--- config.mk ---
export PLATFORM = sky130hd
export DESIGN_NAME = frame_writer_flat
export DESIGN_NICKNAME = d
export VERILOG_FILES = /design/src/rtl/frame_writer_if.sv /design/src/rtl/frame_writer.sv /design/src/flat_wrapper.sv
export SDC_FILE = /design/constraint.sdc
export NUM_CORES = 1
export LEC_CHECK = 0
export ABC_AREA = 1
export BUFFER_PORTS_ARGS = -buffer_cell sky130_fd_sc_hd__buf_2
export CORE_ASPECT_RATIO = 1.4
export CORE_UTILIZATION = 45
export DETAILED_ROUTE_END_ITERATION = 8
export PLACE_DENSITY = 0.68
export SLEW_MARGIN = 20
export SYNTH_ARGS = -nofsm -noshare
export SYNTH_HDL_FRONTEND = slang
export SYNTH_SLANG_ARGS = --single-unit
--- constraint.sdc ---
create_clock -name clk -period 1.8 [get_ports clk]
set_clock_uncertainty 0.15 [all_clocks]
set_input_delay 0.27 -clock clk [delete_from_list [all_inputs] [get_ports clk]]
set_output_delay 0.27 -clock clk [all_outputs]
set_load 0.1 [all_outputs]
--- src/rtl/frame_writer_if.sv ---
// Byte-stream input and registered memory write port of frame_writer.
// slave is the frame_writer side; master is the stream source / memory side.
interface frame_writer_if #(
  parameter int ADDR_W = 17
);
  logic [7:0]        in_data;
  logic              in_valid;
  logic              in_ready;
  logic              wr_en;
  logic              wr_ready;
  logic [ADDR_W-1:0] wr_addr;
  logic [5:0]        wr_data;
  logic              frame_done;
  logic              err;
  logic [15:0]       checksum;

  modport master (
    output in_data, in_valid, wr_ready,
    input  in_ready, wr_en, wr_addr, wr_data, frame_done, err, checksum
  );

  modport slave (
    input  in_data, in_valid, wr_ready,
    output in_ready, wr_en, wr_addr, wr_data, frame_done, err, checksum
  );
endinterface

--- src/rtl/frame_writer.sv ---
// Frame memory write side: turns SOF/PIXEL bytes into sequential pixel writes.
// Optional running byte checksum enabled by defining FRAME_WRITER_CHECKSUM_EN.
module frame_writer #(
  parameter int H_PIXELS = 400,
  parameter int V_PIXELS = 300,
  parameter int ADDR_W   = 17
) (
  input  logic           clk,
  input  logic           rst_n,
  frame_writer_if.slave  bus
);
  localparam logic [1:0] ST_IDLE   = 2'd0;
  localparam logic [1:0] ST_RECV   = 2'd1;
  localparam logic [1:0] ST_FULL   = 2'd2;
  localparam logic [1:0] CMD_PIXEL = 2'b00;
  localparam logic [1:0] CMD_SOF   = 2'b11;
  localparam logic [ADDR_W-1:0] LAST_ADDR = ADDR_W'(H_PIXELS * V_PIXELS - 1);

  logic [1:0]        state_r;
  logic [1:0]        state_s;
  logic [ADDR_W-1:0] cnt_r;
  logic [ADDR_W-1:0] cnt_s;
  logic              err_r;
  logic              err_s;
  logic              wr_en_r;
  logic [ADDR_W-1:0] wr_addr_r;
  logic [5:0]        wr_data_r;
  logic              frame_done_r;
  logic              in_ready_s;
  logic              accept_s;
  logic              load_s;
  logic              done_s;
  logic [1:0]        cmd_s;

  // A new byte may enter whenever the output register is empty or draining.
  assign in_ready_s = !wr_en_r || bus.wr_ready;
  assign accept_s   = bus.in_valid && in_ready_s;
  assign cmd_s      = bus.in_data[7:6];

  // Next-state, address counter and error decode for the accepted byte.
  always_comb begin
    state_s = state_r;
    cnt_s   = cnt_r;
    err_s   = err_r;
    load_s  = 1'b0;
    done_s  = 1'b0;
    if (accept_s && (cmd_s == CMD_SOF)) begin
      state_s = ST_RECV;
      cnt_s   = {ADDR_W{1'b0}};
      err_s   = 1'b0;
    end else if (accept_s) begin
      case (state_r)
        ST_RECV: begin
          if (cmd_s == CMD_PIXEL) begin
            load_s = 1'b1;
            if (cnt_r == LAST_ADDR) begin
              state_s = ST_FULL;
              cnt_s   = {ADDR_W{1'b0}};
              done_s  = 1'b1;
            end else begin
              cnt_s = cnt_r + ADDR_W'(1);
            end
          end else begin
            err_s = 1'b1;
          end
        end
        ST_IDLE, ST_FULL: err_s = 1'b1;
        default: begin
          state_s = ST_IDLE;
          err_s   = 1'b1;
        end
      endcase
    end else if ((state_r != ST_IDLE) && (state_r != ST_RECV) && (state_r != ST_FULL)) begin
      state_s = ST_IDLE;
    end else begin
      state_s = state_r;
    end
  end

  // Control state, counter and the one-entry write output register.
  always_ff @(posedge clk or negedge rst_n) begin
    if (!rst_n) begin
      state_r      <= ST_IDLE;
      cnt_r        <= {ADDR_W{1'b0}};
      err_r        <= 1'b0;
      frame_done_r <= 1'b0;
      wr_en_r      <= 1'b0;
      wr_addr_r    <= {ADDR_W{1'b0}};
      wr_data_r    <= 6'd0;
    end else begin
      state_r      <= state_s;
      cnt_r        <= cnt_s;
      err_r        <= err_s;
      frame_done_r <= done_s;
      if (load_s) begin
        wr_en_r   <= 1'b1;
        wr_addr_r <= cnt_r;
        wr_data_r <= bus.in_data[5:0];
      end else if (bus.wr_ready) begin
        wr_en_r <= 1'b0;
      end else begin
        wr_en_r <= wr_en_r;
      end
    end
  end

`ifdef FRAME_WRITER_CHECKSUM_EN
  logic [15:0] checksum_r;
  logic        sof_s;

  assign sof_s = accept_s && (cmd_s == CMD_SOF);

  // Running modulo-2^16 sum of the pixel bytes written in the current frame.
  always_ff @(posedge clk or negedge rst_n) begin
    if (!rst_n) begin
      checksum_r <= 16'd0;
    end else if (sof_s) begin
      checksum_r <= 16'd0;
    end else if (load_s) begin
      checksum_r <= checksum_r + {8'd0, bus.in_data};
    end else begin
      checksum_r <= checksum_r;
    end
  end

  assign bus.checksum = checksum_r;
`else
  assign bus.checksum = 16'd0;
`endif

  assign bus.in_ready   = in_ready_s;
  assign bus.wr_en      = wr_en_r;
  assign bus.wr_addr    = wr_addr_r;
  assign bus.wr_data    = wr_data_r;
  assign bus.frame_done = frame_done_r;
  assign bus.err        = err_r;
endmodule

--- src/flat_wrapper.sv ---
// flat-port wrapper written by rule: the top's interface ports become plain ports
module frame_writer_flat 
#(
  parameter int H_PIXELS = 400,
  parameter int V_PIXELS = 300,
  parameter int ADDR_W   = 17
)
  (clk, rst_n, bus_in_data, bus_in_valid, bus_wr_ready, bus_in_ready, bus_wr_en, bus_wr_addr, bus_wr_data, bus_frame_done, bus_err, bus_checksum);
  frame_writer_if #(.ADDR_W(ADDR_W)) bus_i ();
  input  logic clk;
  input  logic rst_n;
  input wire logic [$bits(bus_i.in_data)-1:0] bus_in_data;
  input wire logic [$bits(bus_i.in_valid)-1:0] bus_in_valid;
  input wire logic [$bits(bus_i.wr_ready)-1:0] bus_wr_ready;
  output wire logic [$bits(bus_i.in_ready)-1:0] bus_in_ready;
  output wire logic [$bits(bus_i.wr_en)-1:0] bus_wr_en;
  output wire logic [$bits(bus_i.wr_addr)-1:0] bus_wr_addr;
  output wire logic [$bits(bus_i.wr_data)-1:0] bus_wr_data;
  output wire logic [$bits(bus_i.frame_done)-1:0] bus_frame_done;
  output wire logic [$bits(bus_i.err)-1:0] bus_err;
  output wire logic [$bits(bus_i.checksum)-1:0] bus_checksum;
  assign bus_i.in_data = bus_in_data;
  assign bus_i.in_valid = bus_in_valid;
  assign bus_i.wr_ready = bus_wr_ready;
  assign bus_in_ready = bus_i.in_ready;
  assign bus_wr_en = bus_i.wr_en;
  assign bus_wr_addr = bus_i.wr_addr;
  assign bus_wr_data = bus_i.wr_data;
  assign bus_frame_done = bus_i.frame_done;
  assign bus_err = bus_i.err;
  assign bus_checksum = bus_i.checksum;
  frame_writer #(.H_PIXELS(H_PIXELS), .V_PIXELS(V_PIXELS), .ADDR_W(ADDR_W)) u_core (.clk(clk), .rst_n(rst_n), .bus(bus_i));
endmodule
### Yosys cells after proc, flatten, opt, wreduce, memory -nomap -nowiden

Index checks and enable logic that the tools add are counted.

| word-level totals | value |
|---|---|
| register bits | 45 |
| latch bits | 0 |
| memory bits (writable) | 0 |
| ROM bits | 0 |
| memories | 0 |

| operators by class | value |
|---|---|
| add/sub/neg operators | 1 |
| $mul | 0 |
| divide/modulo/power cells | 0 |
| magnitude comparators | 0 |
| equality and inequality tests | 10 |
| shift-type cells | 0 |
| mux-type cells | 26 |
| bitwise operators | 0 |
| reductions and logical operators | 18 |

Operator list:

| operator | number |
|---|---|
| 17-bit 2-to-1 mux | 5 |
| 17-bit by 1-bit adder with 17-bit output (second input constant) | 1 |
| 17-bit == test (second input constant) | 1 |
| 1-bit 2-to-1 mux | 15 |
| 2-bit 2-to-1 mux | 5 |
| 2-bit nonzero test | 5 |
| 4-bit != test (second input constant) | 2 |
| 2-bit == test (second input constant) | 2 |
| 1-bit logical AND | 4 |
| 2-bit logical NOT | 2 |
| 2-bit case mux with 2 select lines | 1 |
| 4-bit AND reduction | 1 |
| 3-bit by 2-bit != test with 1-bit output (second input constant) | 1 |
| 3-bit != test (second input constant) | 1 |
| 3-bit AND reduction | 1 |
| 3-bit nonzero test | 1 |
| 2-bit by 1-bit == test with 1-bit output (second input constant) | 1 |
| 2-bit by 1-bit != test with 1-bit output (second input constant) | 1 |
| 2-bit != test (second input constant) | 1 |
| 2-bit AND reduction | 1 |
| 2-bit OR reduction | 1 |
| 1-bit logical NOT | 1 |
| 1-bit logical OR | 1 |

### Depth between registers and ports, before layout

Gate-level depths: netlist of the first run.

| logic depth | value |
|---|---|
| word-level depth | 6 |
| gate-level depth with buffers | 10 |
| mapped depth without buffers | 10 |

### Worst setup path before layout of the first run

Ideal clock, no wire load.

| path | value |
|---|---|
| kind | register -> register |
| from | register u_core.wr_en_r, in the netlist u_core.bus.wr_en |
| to | register u_core.cnt_r[0] |
| data arrival time | 2.289 ns |
| required time | 1.573 ns |
| path slack | -0.716 ns |
| stages on the path, launching flop included | 10 |
| period minus slack after synthesis | 2.516 ns |
| cell sequence | dfrtp_1 -> nand2_2 -> nand2_2 -> nor2_8 -> inv_4 -> nand2_4 -> inv_2 -> buf_6 -> nand2_1 -> o21ai_1 |

| on the way | value |
|---|---|
| word-level cells in the longest chain between the ends | 6 |
| elaborated cells on any way between the ends | 9 |

Ends and longest elaborated chain:

| item | line | RTL |
|---|---|---|
| start: declaration | frame_writer.sv:25 | `logic wr_en_r;` |
| start signal: assignment | frame_writer.sv:102 | `wr_en_r <= wr_en_r;` |
| 1-bit logical NOT * | frame_writer.sv:36 | `assign in_ready_s = !wr_en_r \|\| bus.wr_ready;` |
| 1-bit logical OR * | frame_writer.sv:36 |  |
| net bus_in_ready | flat_wrapper.sv:15 | `output wire logic [$bits(bus_i.in_ready)-1:0] bus_in_ready;` |
| 1-bit logical AND * | frame_writer.sv:37 | `assign accept_s = bus.in_valid && in_ready_s;` |
| 1-bit logical AND | frame_writer.sv:47 | `if (accept_s && (cmd_s == CMD_SOF)) begin` |
| 2-bit nonzero test (no line) | - |  |
| 3-bit AND reduction (no line) | - |  |
| end signal: assignment | frame_writer.sv:84 | `cnt_r <= {ADDR_W{1'b0}};` |
| end signal: assignment | frame_writer.sv:92 | `cnt_r <= cnt_s;` |
| end: declaration | frame_writer.sv:21 | `logic [ADDR_W-1:0] cnt_r;` |

The timed path passes the listed nets; every way through them passes the cells marked *.
A chain may end at the register's enable or synchronous reset.

### Worst setup path in the final report of the first run

| path | value |
|---|---|
| from | register u_core.wr_en_r, in the netlist u_core.bus.wr_en |
| to | output bus_in_ready |

| on the way | value |
|---|---|
| word-level cells in the longest chain between the ends | 2 |

Ends and longest elaborated chain:

| item | line |
|---|---|
| 1-bit logical NOT | frame_writer.sv:36 |
| 1-bit logical OR | frame_writer.sv:36 |
| end: declaration | flat_wrapper.sv:15 |

No other way between the ends.

==> results.toml, run 1 <==
[worst_setup_path]
crit_start = "u_core.bus.wr_en$_DFFE_PN0P_"
worst-path-max-fanout = 4
critical_path.cell_chain = "nand2_8, buf_2"
startpoint_type = "register"
cpLargestDelayFamily = "flip-flops"
path_class = "register to primary output"
cp_slowest_cell = "dfrtp_4"
critPathCaptureType = "primary output"
rrSetupSlack_ps = 170
critical_path_depth = 2
slowest_delay_ps = 510
r2r_end = "u_core.cnt_r[10]$_DFFE_PN0P_"
required_ps = 1380
timing.critical_path.buf_inv = 1
crit_arrival_ps = 1320
cp-endpoint = "bus_in_ready"
r2r_cells = 8
reg2reg_from = "u_core.cnt_r[1]$_DFFE_PN0P_"

[yosys]
synthesis.area_um2 = 2450
yosysWarnings = 0
synth-seq-cells = 45
synth.distinct_cells = 24
yosysSeqAreaShare = 0.459
syn_area_per_cell_um2 = 7.48
ys_top_cells_by_area = "dfrtp_1 (46%), nand2_1 (18%), inv_1 (5.0%), o21ai_1 (4.9%), buf_4 (4.9%)"
yosysTopAreaCell = "dfrtp_1"
yosys.area.top_type_share = 0.459
syn_inst = 328

[power]
leakagePower_uw = 0.00144
ir_drop_mv = 0.827
power.density_nw_per_um2 = 1040
finalPower_uw = 2950

[drt]
wire_per_inst_um = 11.6
drt_iter0_drc = 87
route.detailed.drc = 0
viasPerCell = 4.92
vias = 2168
wl_mm = 5.12
drt-pass1-iter-count = 5
detail-route-antenna-nets = 0

[global_route]
gr-total-overflow = 0
antenna_found_initial = 0
use_met1 = 0.233
gr-usage-met2 = 0.350
grt.total_usage = 0.195
grt_max_degree = 26
grt_most_used_layer = "met2"
grt_pass1_wl_mm = 8.56
grt_use_met3 = 0.0306
grt_pass1_vias = 1909

[timing]
hold_viol = 0
period_share = 0.967
rsz0062_at_grt = "no"
whs_ps = 6.15
drv_slew = 0
fin_ws_ps = 59.7
fin_setup_tns_ps = 0
setup_violations = 0
clock.fmax_mhz = 575
fin_crit_ps = 1740

[placement]
portBuffers = 38
pre_cts_ws_ps = 201
hpwl_mm = 3.92
place_congestion = 0.887

[clock_tree]
holdBufCountCts = 2
cts_buffers = 5
cts_max_path_buffers = 2
cts_resized = 0
cts_root_buf = "clkbuf_8"
clk_pin_slew_ps = 90
cts_tree = "yes"
post_cts_buffers = 0
htreeDepth = 2
clk_latency_ps = 310
cts_sinks = 45

[finish]
drive_above_1_share = 0.203
final_net_count = 387
finish.utilization = 0.543
n_antenna_cell = 0
synthToLayoutAreaGrowth_pct = 15.0

[floorplan]
chipHeight_um = 89.4
die-area_um2 = 5760
core_um2 = 5200
start_util = 0.472
ioPinCount = 55
rows = 31
die_w_um = 64.4

[flow_run]
cap_viol_max_count = 0

[hold_path]
min_path_cells = 3
min_path_type = "input pin to register"

[status]
status = "complete, no violations"
-- cells in the final DEF, fill, tap and decap left out, drive strengths merged --
cell type    netlist  layout
nand2            120     120
dfrtp             45      45
buf               23      45
inv               38      40
o21ai             34      34
nor2              33      33
nand3             17      17
conb               1      16
nand4             12      12
clkbuf             0       5
a21oi              2       2
dlygate4sd3        0       2
or2                1       1
o21a               1       1
ha                 1       1
clkinvlp           0       1
-- registers in the layout, indices dropped and copies added, names as in the netlist --
signal                 count
u_core.bus.wr_data         6
u_core.bus.err             1
u_core.bus.wr_en           1
u_core.bus.frame_done      1
u_core.bus.wr_addr        17
u_core.state_r             2
u_core.cnt_r              17
-- per-layer routing --
metal / wire length [um] / vias up
li1: - / 1093
met1: 2190 / 1002
met2: 2660 / 67
met3: 206 / 6
met4: 66 / 0
met5: 0 / -
-- power by group --
| part | leakage, uW | switching, uW | total (uW) | internal (uW) |
|---|---|---|---|---|
| logic | 0.000792 | 972 | 1120 | 150 |
| registers | 0.000607 | 58.3 | 1170 | 1110 |
| clock network | 0.0000452 | 374 | 657 | 283 |
| total | 0.00144 | 1400 | 2950 | 1540 |
-- per-stage QoR --
| step | cell area [um^2] | instances |
|---|---|---|
| floorplan | 2530 | 343 |
| global placement | 2710 | 431 |
| detailed placement | 2710 | 431 |
| CTS | 2820 | 441 |
| global route | 2820 | 441 |
| finish | 2820 | 441 |
-- cell type report --
type	instances	area [um^2]
tap	66	82.6
timing repair buffer	47	275
sequential	45	1130
multi-input combinational	237	1100
fill	536	2370
inverter	38	145
clock buffer	5	68.8
clock inverter	3	25.0
-- worst min-delay path by stage --
stage / startpoint / endpoint / slack, ps
floorplan: rst_n / u_core.bus.err$_DFFE_PN0P_ / -180
global placement: rst_n / u_core.bus.wr_addr[7]$_DFFE_PN0P_ / 60
detailed placement: rst_n / u_core.bus.wr_addr[7]$_DFFE_PN0P_ / 60
CTS: bus_in_data[2] / u_core.bus.wr_data[2]$_DFFE_PN0P_ / 1
global route: bus_in_data[2] / u_core.bus.wr_data[2]$_DFFE_PN0P_ / 9
finish: bus_in_data[3] / u_core.bus.wr_data[3]$_DFFE_PN0P_ / 6
-- synth_stat cells --
library cell / n
ha_1: 1
buf_6: 1
o21a_1: 1
o21ai_1: 24
buf_4: 16
nor2_2: 6
dfrtp_1: 45
a21oi_1: 2
nor2_8: 1
buf_2: 6
conb_1: 1
o21ai_0: 10
inv_2: 4
nand4_1: 12
nand2_1: 116
nand3_1: 14
inv_4: 1
nor2_1: 24
or2_2: 1
nand2_4: 1
nand3_2: 3
inv_1: 33
nand2_2: 3
nor2_4: 2
-- tightest hold or removal path, cell delays in order --
cell and delay (ps):
buf_2 70, nand2_1 40, nand2_1 50
-- logic make-up after synthesis --
logic type | share of synthesized area
AND/OR/NAND/NOR | 0.333
buffers and inverters | 0.125
flip-flops | 0.459
AO/OA/AOI/OAI | 0.0765
adder cells (fa/ha/maj) | 0.00510
other | 0.00153
Note: power is estimated with default switching activity, not from simulation.
==> run 2, diff against run 1 <==
--- a/config.mk
+++ b/config.mk
@@ -10,7 +10,7 @@
 export CORE_ASPECT_RATIO = 1.4
 export CORE_UTILIZATION = 45
 export DETAILED_ROUTE_END_ITERATION = 8
-export PLACE_DENSITY = 0.68
+export PLACE_DENSITY = 0.71
 export SLEW_MARGIN = 20
 export SYNTH_ARGS = -nofsm -noshare
 export SYNTH_HDL_FRONTEND = slang
==> results.toml, run 2 (synthesis results as in run 1) <==
[status]
status = "complete, no violations"

[timing]
rsz0062_at_grt = "no"
fin_setup_tns_ps = 0
drv_slew = 0
setup_violations = 0
slew_headroom = 0.656
worst_pin_slew_ps = 516
clock.fmax_mhz = 574
hold_viol = 0
fin_crit_ps = 1740
period_share = 0.968

[global_route]
gr-total-overflow = 0
gr-usage-met2 = 0.374
use_met1 = 0.224
grt_max_degree = 22
grt_most_used_layer = "met2"
grt_use_met3 = 0.0344
grt_pass1_wl_mm = 8.65
antenna_found_initial = 0
grt_pass1_vias = 1909
grt.total_usage = 0.200

[drt]
wire_per_inst_um = 12.0
vias = 2155
drt-pass1-iter-count = 4
detail-route-antenna-nets = 0
route.detailed.drc = 0
wl_mm = 5.32
viasPerCell = 4.86
drt_iter0_drc = 85

[power]
power.density_nw_per_um2 = 1080
ir_drop_mv = 0.762
leakagePower_uw = 0.00147

[finish]
synthToLayoutAreaGrowth_pct = 16.7
drive_above_1_share = 0.210
ff_latch_area_um2 = 1130
layout_commonest_cell = "nand2_1"
n_antenna_cell = 0
multi_input_area_um2 = 1100
final_cell_mix = "nand2_1 (116), dfrtp_1 (44), buf_2 (38)"
fin_cells = 443
nFillCells = 523
final_net_count = 389

[floorplan]
rows = 31
start_util = 0.472
die_w_um = 64.4
core_um2 = 5200
chipHeight_um = 89.4
die-area_um2 = 5760
ioPinCount = 55

[clock_tree]
cts_sinks = 45
clk_latency_ps = 300
clk_pin_slew_ps = 90
cts_buffers = 5
cts_tree = "yes"
cts_root_buf = "clkbuf_8"
cts_max_path_buffers = 2
htreeDepth = 2

[placement]
hpwl_mm = 4.05
place_congestion = 0.911
portBuffers = 38
dp.cells = 431

[flow_run]
cap_viol_max_count = 0

[worst_setup_path]
reg2reg_from = "u_core.cnt_r[1]$_DFFE_PN0P_"
crit_arrival_ps = 1320
worst-path-max-fanout = 4
rrSetupSlack_ps = 190
startpoint_type = "register"
cp-endpoint = "bus_in_ready"
required_ps = 1380
path_class = "register to primary output"
critPathCaptureType = "primary output"
crit_start = "u_core.bus.wr_en$_DFFE_PN0P_"
r2r_cells = 6
r2r_end = "u_core.cnt_r[15]$_DFFE_PN0P_"

[hold_path]
min_path_type = "input pin to register"
==> run 2: cell type report <==
type,instances,area share
inverters,38,0.0507
flip-flops and latches,45,0.395
clock inverters,3,0.0166
clock buffers,5,0.0240
multi-input cells,237,0.384
well taps,66,0.0288
repair buffers,49,0.101
==> run 2: per-layer routing <==
metal	vias up	routed length, um
li1	1098	-
met1	991	2250
met2	56	2770
met3	10	179
met4	0	119
met5	-	0
==> run 2: worst min path at each step <==
stage                                        endpoint  cells past startpoint      startpoint
floorplan                  u_core.bus.err$_DFFE_PN0P_                      0           rst_n
global placement    u_core.bus.wr_addr[8]$_DFFE_PN0P_                      1           rst_n
detailed placement  u_core.bus.wr_addr[8]$_DFFE_PN0P_                      1           rst_n
CTS                 u_core.bus.wr_data[5]$_DFFE_PN0P_                      3  bus_in_data[5]
global route        u_core.bus.wr_data[5]$_DFFE_PN0P_                      3  bus_in_data[5]
finish              u_core.bus.wr_data[1]$_DFFE_PN0P_                      3  bus_in_data[1]
==> run 2: worst max-delay path, stage by stage, from the launching register on <==
cell,delay (ps)
dfrtp_4,520
nand2_8,80
buf_2,420
==> run 2: repair_timing <==
action | 4_1_cts | 5_1_grt
hold buffers | 1 | 1
endpoints found under the setup margin | 0 | 6
resized for setup | 0 | 1
endpoints found under the hold margin | 19 | 1
setup buffers | 0 | 2
==> run 2: metrics by stage <==
| stage | instance area [um^2] | setup slack, ps | utilization | power, uW | hold WS (ps) |
|---|---|---|---|---|---|
| 2_1_floorplan | 2530 | 22.1 | - | 2150 | -176 |
| 3_3_place_gp | 2710 | 224 | 0.521 | 2300 | 114 |
| 3_5_place_dp | 2710 | 187 | 0.521 | 2310 | 124 |
| 4_1_cts | 2840 | 42.5 | 0.545 | 3110 | 3.15 |
| 5_1_grt | 2860 | 9.93 | 0.551 | 3210 | 13.7 |
| 6_report | 2860 | 57.4 | 0.551 | 3090 | 12.2 |
==> run 2: where the power goes <==
part	switching (uW)	internal, uW	total [uW]
logic	974	155	1130
registers	58.0	1110	1170
clock network	372	424	795
total	1400	1690	3090
